`src/rtl/usrt_pkg.sv`:
```
// rtl/usrt_pkg.sv - shared USRT types, constants and parity helper
//
// Purpose: FSM state encoding, data-width limits and parity-select constants
//          shared by the USRT Rx/Tx controllers.
// Ports:   none (package).

package usrt_pkg;

    typedef enum logic [2:0] {
        ST_IDLE    = 3'd0,
        ST_DATA    = 3'd1,
        ST_PARITY  = 3'd2,
        ST_STOP    = 3'd3,
        ST_DELIVER = 3'd4
    } usrt_state_t;

    localparam int DATA_BITS_MIN = 5;
    localparam int DATA_BITS_MAX = 8;

    localparam logic PAR_SEL_EVEN = 1'b0;
    localparam logic PAR_SEL_ODD  = 1'b1;

    // Expected parity bit: XOR of the data bits, inverted for odd parity.
    // Unused upper bits of the frame must be zero.
    function automatic logic calc_parity(input logic [DATA_BITS_MAX-1:0] data,
                                         input logic                     odd_sel);
        return (^data) ^ odd_sel;
    endfunction

endpackage

```
`src/rtl/usrt_sync_edge.sv`:
```
// rtl/usrt_sync_edge.sv - Sclk/Rxd synchroniser with Sclk rising-edge tick
//
// Purpose: brings the external bit clock and data line into the i_Pclk
//          domain and emits a one-cycle sample tick per Sclk rising edge.
//          Tick latency from the Sclk edge is SYNC_STAGES+1 cycles.
// Ports:
//   i_Pclk     in   system clock
//   i_Reset_n  in   asynchronous active-low reset
//   i_Sclk     in   external bit clock (asynchronous)
//   i_Rxd      in   serial data (asynchronous)
//   o_Tick     out  one-cycle pulse after a synchronised Sclk 0->1
//   o_Rxd      out  data bit captured from the same stage as the tick

module usrt_sync_edge #(
    parameter int SYNC_STAGES = 2
) (
    input  logic i_Pclk,
    input  logic i_Reset_n,
    input  logic i_Sclk,
    input  logic i_Rxd,
    output logic o_Tick,
    output logic o_Rxd
);

    logic [SYNC_STAGES-1:0] r_sclk_sync;
    logic [SYNC_STAGES-1:0] r_rxd_sync;
    logic                   r_sclk_prev;
    logic                   r_tick;
    logic                   r_rxd_smp;
    logic                   w_sclk_s;
    logic                   w_rxd_s;

    assign w_sclk_s = r_sclk_sync[SYNC_STAGES-1];
    assign w_rxd_s  = r_rxd_sync[SYNC_STAGES-1];

    always_ff @(posedge i_Pclk or negedge i_Reset_n) begin
        if (!i_Reset_n) begin
            r_sclk_sync <= '0;
            r_rxd_sync  <= '0;
            r_sclk_prev <= 1'b0;
            r_tick      <= 1'b0;
            r_rxd_smp   <= 1'b0;
        end else begin
            r_sclk_sync[0] <= i_Sclk;
            r_rxd_sync[0]  <= i_Rxd;
            for (int i = 1; i < SYNC_STAGES; i++) begin
                r_sclk_sync[i] <= r_sclk_sync[i-1];
                r_rxd_sync[i]  <= r_rxd_sync[i-1];
            end
            r_sclk_prev <= w_sclk_s;
            // Tick and data are registered together so the consumer sees a
            // data bit that is aligned with the Sclk edge that produced it.
            r_tick      <= w_sclk_s & ~r_sclk_prev;
            r_rxd_smp   <= w_rxd_s;
        end
    end

    assign o_Tick = r_tick;
    assign o_Rxd  = r_rxd_smp;

endmodule

```
`src/rtl/usrt_rx_ctrl.sv`:
```
// rtl/usrt_rx_ctrl.sv - USRT receive sequencer
//
// Purpose: assembles synchronous serial frames (start, data LSB first,
//          optional parity, stop), hands good bytes to the one-byte Rx data
//          register, and keeps sticky error flags plus the interrupt line.
// Ports:
//   i_Pclk, i_Reset_n   clock, asynchronous active-low reset
//   i_En                receiver enable
//   i_Sclk, i_Rxd       external bit clock and serial data
//   i_Rd                CPU read strobe of the data register
//   i_Clr_err           clears sticky error flags
//   i_Rx_ie, i_Err_ie   data-ready / error interrupt enables
//   i_Full              data register full flag
//   o_Push, o_Data      data register write strobe and byte
//   o_Pop               data register pop strobe
//   o_Overrun, o_Frame_err, o_Parity_err   sticky error flags
//   o_Busy              frame in progress
//   o_Irq               registered interrupt

module usrt_rx_ctrl
    import usrt_pkg::*;
#(
    parameter int DATA_BITS   = 8,
    parameter bit PARITY_EN   = 1'b1,
    parameter bit PARITY_ODD  = 1'b0,
    parameter int SYNC_STAGES = 2
) (
    input  logic       i_Pclk,
    input  logic       i_Reset_n,
    input  logic       i_En,
    input  logic       i_Sclk,
    input  logic       i_Rxd,
    input  logic       i_Rd,
    input  logic       i_Clr_err,
    input  logic       i_Rx_ie,
    input  logic       i_Err_ie,
    input  logic       i_Full,
    output logic       o_Push,
    output logic [7:0] o_Data,
    output logic       o_Pop,
    output logic       o_Overrun,
    output logic       o_Frame_err,
    output logic       o_Parity_err,
    output logic       o_Busy,
    output logic       o_Irq
);

    // Out-of-range widths are clamped to the supported range.
    localparam int DB_EFF = (DATA_BITS < DATA_BITS_MIN) ? DATA_BITS_MIN :
                            (DATA_BITS > DATA_BITS_MAX) ? DATA_BITS_MAX : DATA_BITS;
    localparam logic [2:0] LAST_BIT = 3'(DB_EFF - 1);
    localparam logic       PAR_SEL  = PARITY_ODD ? PAR_SEL_ODD : PAR_SEL_EVEN;

    logic        w_tick;
    logic        w_rxd;

    usrt_state_t r_state, w_state_nxt;
    logic [7:0]  r_shift, w_shift_nxt;
    logic [2:0]  r_cnt,   w_cnt_nxt;
    logic        r_bad,   w_bad_nxt;
    logic        r_overrun, r_frame_err, r_parity_err;
    logic        r_irq;
    logic        w_push;
    logic        w_set_ovr, w_set_fe, w_set_pe;

    usrt_sync_edge #(
        .SYNC_STAGES (SYNC_STAGES)
    ) u_sync_edge (
        .i_Pclk    (i_Pclk),
        .i_Reset_n (i_Reset_n),
        .i_Sclk    (i_Sclk),
        .i_Rxd     (i_Rxd),
        .o_Tick    (w_tick),
        .o_Rxd     (w_rxd)
    );

    always_comb begin
        w_state_nxt = r_state;
        w_shift_nxt = r_shift;
        w_cnt_nxt   = r_cnt;
        w_bad_nxt   = r_bad;
        w_push      = 1'b0;
        w_set_ovr   = 1'b0;
        w_set_fe    = 1'b0;
        w_set_pe    = 1'b0;

        case (r_state)
            ST_IDLE: begin
                if (w_tick && !w_rxd) begin
                    w_state_nxt = ST_DATA;
                    w_cnt_nxt   = '0;
                    w_shift_nxt = '0;
                    w_bad_nxt   = 1'b0;
                end
            end
            ST_DATA: begin
                if (w_tick) begin
                    w_shift_nxt[r_cnt] = w_rxd;
                    w_cnt_nxt          = r_cnt + 3'd1;
                    if (r_cnt == LAST_BIT) begin
                        w_state_nxt = PARITY_EN ? ST_PARITY : ST_STOP;
                    end
                end
            end
            ST_PARITY: begin
                if (w_tick) begin
                    if (w_rxd != calc_parity(r_shift, PAR_SEL)) begin
                        w_set_pe  = 1'b1;
                        w_bad_nxt = 1'b1;
                    end
                    w_state_nxt = ST_STOP;
                end
            end
            ST_STOP: begin
                if (w_tick) begin
                    if (!w_rxd) begin
                        w_set_fe  = 1'b1;
                        w_bad_nxt = 1'b1;
                    end
                    w_state_nxt = ST_DELIVER;
                end
            end
            ST_DELIVER: begin
                if (r_bad) begin
                    w_state_nxt = ST_IDLE;
                end else if (i_Rd) begin
                    // Hold the byte one cycle so the register's pop cannot
                    // clear the full flag of the byte we are about to push.
                    w_state_nxt = ST_DELIVER;
                end else if (i_Full) begin
                    w_set_ovr   = 1'b1;
                    w_state_nxt = ST_IDLE;
                end else begin
                    w_push      = 1'b1;
                    w_state_nxt = ST_IDLE;
                end
            end
            default: begin
                w_state_nxt = ST_IDLE;
            end
        endcase

        // Disable aborts whatever is in flight, including a pending delivery.
        if (!i_En) begin
            w_state_nxt = ST_IDLE;
            w_push      = 1'b0;
            w_set_ovr   = 1'b0;
            w_set_fe    = 1'b0;
            w_set_pe    = 1'b0;
        end
    end

    always_ff @(posedge i_Pclk or negedge i_Reset_n) begin
        if (!i_Reset_n) begin
            r_state      <= ST_IDLE;
            r_shift      <= '0;
            r_cnt        <= '0;
            r_bad        <= 1'b0;
            r_overrun    <= 1'b0;
            r_frame_err  <= 1'b0;
            r_parity_err <= 1'b0;
            r_irq        <= 1'b0;
        end else begin
            r_state      <= w_state_nxt;
            r_shift      <= w_shift_nxt;
            r_cnt        <= w_cnt_nxt;
            r_bad        <= w_bad_nxt;
            // A set in the same cycle as a clear wins.
            r_overrun    <= (r_overrun    & ~i_Clr_err) | w_set_ovr;
            r_frame_err  <= (r_frame_err  & ~i_Clr_err) | w_set_fe;
            r_parity_err <= (r_parity_err & ~i_Clr_err) | w_set_pe;
            r_irq        <= (i_Rx_ie & i_Full) |
                            (i_Err_ie & (r_overrun | r_frame_err | r_parity_err));
        end
    end

    assign o_Push       = w_push;
    assign o_Data       = r_shift;
    assign o_Pop        = i_Rd & i_Full;
    assign o_Overrun    = r_overrun;
    assign o_Frame_err  = r_frame_err;
    assign o_Parity_err = r_parity_err;
    assign o_Busy       = (r_state != ST_IDLE);
    assign o_Irq        = r_irq;

endmodule

```
`config.mk`:
```
export PLATFORM = sky130hd
export DESIGN_NAME = usrt_rx_ctrl
export DESIGN_NICKNAME = d
export VERILOG_FILES = /design/src/rtl/usrt_pkg.sv /design/src/rtl/usrt_sync_edge.sv /design/src/rtl/usrt_rx_ctrl.sv
export SDC_FILE = /design/constraint.sdc
export NUM_CORES = 1
export LEC_CHECK = 0
export CELL_PAD_IN_SITES_DETAIL_PLACEMENT = 1
export CELL_PAD_IN_SITES_GLOBAL_PLACEMENT = 2
export CORE_MARGIN = 3
export CORE_UTILIZATION = 41
export CTS_CLUSTER_SIZE = 28
export DETAILED_ROUTE_END_ITERATION = 8
export DONT_BUFFER_PORTS = 1
export GPL_TIMING_DRIVEN = 0
export PLACE_DENSITY_LB_ADDON = 0.25
export SETUP_SLACK_MARGIN = 0.3
export SLEW_MARGIN = 0
export SYNTH_ARGS = -nofsm -noshare
export SYNTH_HDL_FRONTEND = slang
export SYNTH_HIERARCHICAL = 1
export SYNTH_SLANG_ARGS = --single-unit
```
`constraint.sdc`:
```
create_clock -name i_Pclk -period 3.37 [get_ports i_Pclk]
set_clock_uncertainty 0.2 [all_clocks]
set_input_delay 1.011 -clock i_Pclk [delete_from_list [all_inputs] [get_ports i_Pclk]]
set_output_delay 1.011 -clock i_Pclk [all_outputs]
set_load 0.1 [all_outputs]
```
; Yosys cells after proc, flatten, opt, wreduce, memory -nomap -nowiden
; Cells that the tools add are included.
[totals]
ff_bits = 26
output_inout_bits = 15
input_bits = 10
word_cells = 101
[classes]
muxes = 42
eq_ne = 17
add_sub_neg = 1
n_reduce_logical = 11
order_cmp = 2
bitwise_logic = 15
[ops]
columns = cell, n
row1 = $mux 3, 10
row2 = $mux 1, 24
row3 = $mux 8, 2
row4 = $pmux 8 s2, 1
row5 = $pmux 3 s5, 1
row6 = $ne 3x2->1 const B, 3
row7 = $bwmux 8, 1
row8 = $reduce_xor 8->1, 1
row9 = $and 1x1->1, 7
row10 = $eq 3x2->1 const B, 2
row11 = $eq 3x3->1 const B, 2
row12 = $ne 2x1->1 const B, 3
row13 = $ne 2x2->1 const B, 3
row14 = $ne 3x3->1 const B, 2
row15 = $or 1x1->1, 6
row16 = $pmux 3 s2, 1
row17 = $reduce_and 6->1, 1
row18 = $reduce_bool 3->1, 2
row19 = $reduce_and 5->1, 1
row20 = $lt 3x4->1 const B, 1
row21 = $add 3x1->3 const B, 1
row22 = $demux 1 s3, 1
row23 = $eq 3x1->1 const B, 1
row24 = $ge 3x1->1 const B, 1
row25 = 8 further kinds, 10

; Depth between registers and ports, before layout
[logic_depth]
depth_word = 7
ltp_mapped = 6
ltp_nobuf = 6

; Cells and area by module
; Netlist, hierarchy kept.
[modules_own_cells]
columns = module, n_inst, cells_each, seq_area_each_um2, area_each_um2
row1 = usrt_rx_ctrl, 1, 115, 475.5, 1106.1
row2 = usrt_sync_edge, 1, 8, 175.2, 188.9

; Least setup slack after synthesis
; OpenSTA, ideal clock, no wires.
[synth_timing]
path_kind = input to output
from = input i_Rd
to = output o_Push
path_slack_ps = -309
path_buffers = 0
t_required_ps = 2159
path_stages = 3
arrival_ps = 2468
cell_sequence = nor2_1 > nand4_1 > nor2_1
[synth_via]
elab_chain_cells = 4
[synth_rtl]
columns = element, line
row1 = "start, declared", usrt_rx_ctrl.sv:33  ; input logic i_Rd,
row2 = $mux 1, usrt_rx_ctrl.sv:126  ; end else if (i_Rd) begin
row3 = $mux 1, usrt_rx_ctrl.sv:124  ; if (r_bad) begin
row4 = $mux 1, usrt_rx_ctrl.sv:87  ; case (r_state)
row5 = $mux 1, usrt_rx_ctrl.sv:144  ; if (!i_En) begin
row6 = "end, declared", usrt_rx_ctrl.sv:38  ; output logic o_Push,
; No other way between the ends.

; Worst setup path after layout
; Ends and elaborated chain as after synthesis.

==> results.md <==
* Pleak at about 0.62 nW
* Hold Crit Class: reg2reg
* Synthesized area per cell at about 11 sq um
* Setup TNS at 0 ps
* Worst R2R End: r_bad
* First-pass GRT wire length at around 4700 microns
* PD cells at 376 nW/um^2
* Yosys top cell area share at 0.502
* Io pins at 25
* WP data arrival at roughly 1800 ps
* CP Launch Type: primary input
* Synth area leaders: dfrtp_1 (50%), o21ai_1 (6.2%), xnor2_1 (2.7%)
* Core ar. at ~2900 sq um
* DRC at 0
* Layout Nets at approximately 140
* Setup Crit Path Kind: in2out
* Pin count of the biggest net entering global routing at 27
* Routed vias/inst at around 5.3
* Site row count at 19
* Final period util at 0.895
* Post-detail-place hpwl at around 2000 microns
* Port buffer count at 0
* R2R depth at 4
* RSZ-0062 raised after global routing: no
* CTS tree: yes
* Die height at roughly 62 microns
* Seq/Total Area, Yosys at 0.502
* N_diodes at 0
* Die ar. at between 3000 and 4000 sq um
* Worst-Margin Slew at 953 ps
* Mapped Cells at 123
* Ys flop type: dfrtp_1
* Drt wl/cell at around 16 microns
* Worst hold-check slack at ~170 ps
* Initial antenna violation count at 0
* Hold path depth at 0
* Mapped Nets at 135
* Longest Clk Path Bufs at 2
* Most frequent cells after synthesis: dfrtp_1 (26), o21ai_1 (16), nor2_1 (8), inv_1 (6), nand2_1 (6)
* Count of state elements after synthesis at 26
* Antenna viol nets, final at 0
* GRT overflow at 0
* Yosys cell types at 39
* Hold Startpoint: u_sync_edge/r_rxd_sync[1]
* Synth area leader: dfrtp_1
* Rel. slew slack at 0.365
* Clock input transition at the sequential cells of the worst setup and hold paths at 130 ps
* Die W at about 62 microns
* Worst R2R Setup Slack at about 1100 ps
* Fraction of layout cells with a size suffix above 1 at 0.178
* Post-synth EDFFs at 0
* Fmax at between 0.3 and 0.4 GHz
* Drt total wl at 2680 microns
* Fin. Hold Viols at 0
* Max-cap violations at 0
* RR Startpoint: o_Data[3]
* Routed via count at 909
* Vias in the first global route at just under 1,000
* GPL Wtd Cong at 0.794
* Post-Syn Area at roughly 1300 sq um
* Initial Util at 0.450
* CTS buffer count at 3
* Layout area overhead at 8.99%
* Sink Count at 26
* CTS Root Buffer Type: clkbuf_4
* Pins Over Slew Limit at 0
* Crit path max fanout at 3
* Status: complete, no violations
* Post-synth ARST share at 1.00
* Critical path required time at roughly 2200 ps
* Syn. warnings at 6
* Final setup vio count at 0
* Drt pass-1 iters at 4
* Hold endpoint: u_sync_edge/o_Rxd
* VDD IR max at between 0.15 and 0.2 mV
* Global Route Usage Sum at 0.152
* Worst Setup End Kind: output pin
* Skew-Pair Late Insertion Delay at about 310 ps
* Crit path time final at slightly above 3000 ps
* First DRT Iteration DRCs at 20
* Top-count cell post-synth: dfrtp_1
* H-tree levels at 1
-- per-layer routing --
metal | global-route usage | up-vias | part of all wire
li1 | - | 446 | -
met1 | 0.196 | 443 | 0.46
met2 | 0.257 | 16 | 0.49
met3 | 0.0288 | 4 | 0.035
met4 | 0.0497 | 0 | 0.010
met5 | 0 | - | 0
-- kinds of logic after synthesis --
| logic type | after synthesis | share of synthesized area |
|---|---|---|
| simple gates | 36 | 0.180 |
| compound gates | 37 | 0.179 |
| fa+ha+maj | 2 | 0.0193 |
| buf+inv | 13 | 0.0454 |
| xor+xnor | 7 | 0.0580 |
| mux | 2 | 0.0164 |
| flops | 26 | 0.502 |
-- what timing repair did --
action,CTS,global route
resized for setup,2,3
setup endpoints to repair,1,1
setup buffers,1,2
pin swaps,2,2
hold buffers,0,0
-- where the power goes --
part           switching, mW  leakage (nW)  total, mW  internal (mW)
Sequential            0.0233         0.344      0.344          0.321
Combinational         0.0380         0.267     0.0602         0.0222
Clock                 0.0838        0.0138      0.125         0.0417
-- state kept, by name (all words and copies together) (netlist names) --
signal	count
o_Data	8
o_Frame_err	1
o_Irq	1
o_Overrun	1
o_Parity_err	1
r_bad	1
r_cnt	3
r_state	3
u_sync_edge/o_Rxd	1
u_sync_edge/o_Tick	1
u_sync_edge/r_rxd_sync	2
u_sync_edge/r_sclk_prev	1
u_sync_edge/r_sclk_sync	2
-- stage by stage --
stage | utilization | worst slack [ps] | power (mW) | instances | area, sq um
detailed placement | 0.471 | 340 | 0.410 | 165 | 1360
global route | 0.491 | 310 | 0.563 | 171 | 1410
floorplan | - | 407 | 0.400 | 123 | 1300
global placement | 0.471 | 371 | 0.409 | 165 | 1360
finish | 0.491 | 354 | 0.530 | 171 | 1410
CTS | 0.483 | 308 | 0.539 | 169 | 1390
-- cells in the final DEF (no fill, tap or decap), types with 2 or more instances in the layout --
master and count:
a21oi_1 4, a22o_1 2, a31oi_1 5, buf_2 3, buf_4 5, clkbuf_4 3, dfrtp_1 25, ha_1 2
inv_1 6, nand2_1 6, nand2b_1 5, nand3_1 2, nor2_1 6, nor2_4 2, nor3b_1 2, o21a_1 3
o21ai_1 16, o22ai_1 3, o31ai_2 2, xnor2_1 4, xor2_1 2
-- worst max path at each step --
stage / startpoint / cells past startpoint / to
after global routing: i_Rd / 3 / o_Push
final: i_Rd / 3 / o_Push
after detailed placement: i_Rd / 3 / o_Push
after global placement: i_Rd / 3 / o_Push
after floorplan: i_Rd / 3 / o_Push
after CTS: r_state[1] / 4 / o_Push
-- worst max-delay path, cell delays in order --
cell	delay, ps
nor2_1	70
nand4_1	180
nor2_4	540
-- layout make-up --
| cell class | instances | area [sq um] |
|---|---|---|
| tap | 42 | 52.6 |
| fill | 315 | 1470 |
| inverter | 6 | 22.5 |
| sequential | 26 | 652 |
| multi-input combinational | 84 | 601 |
| timing repair buffer | 3 | 22.5 |
| buffer | 7 | 38.8 |
| clock buffer | 3 | 22.5 |
(Power assumes the default switching activity.)
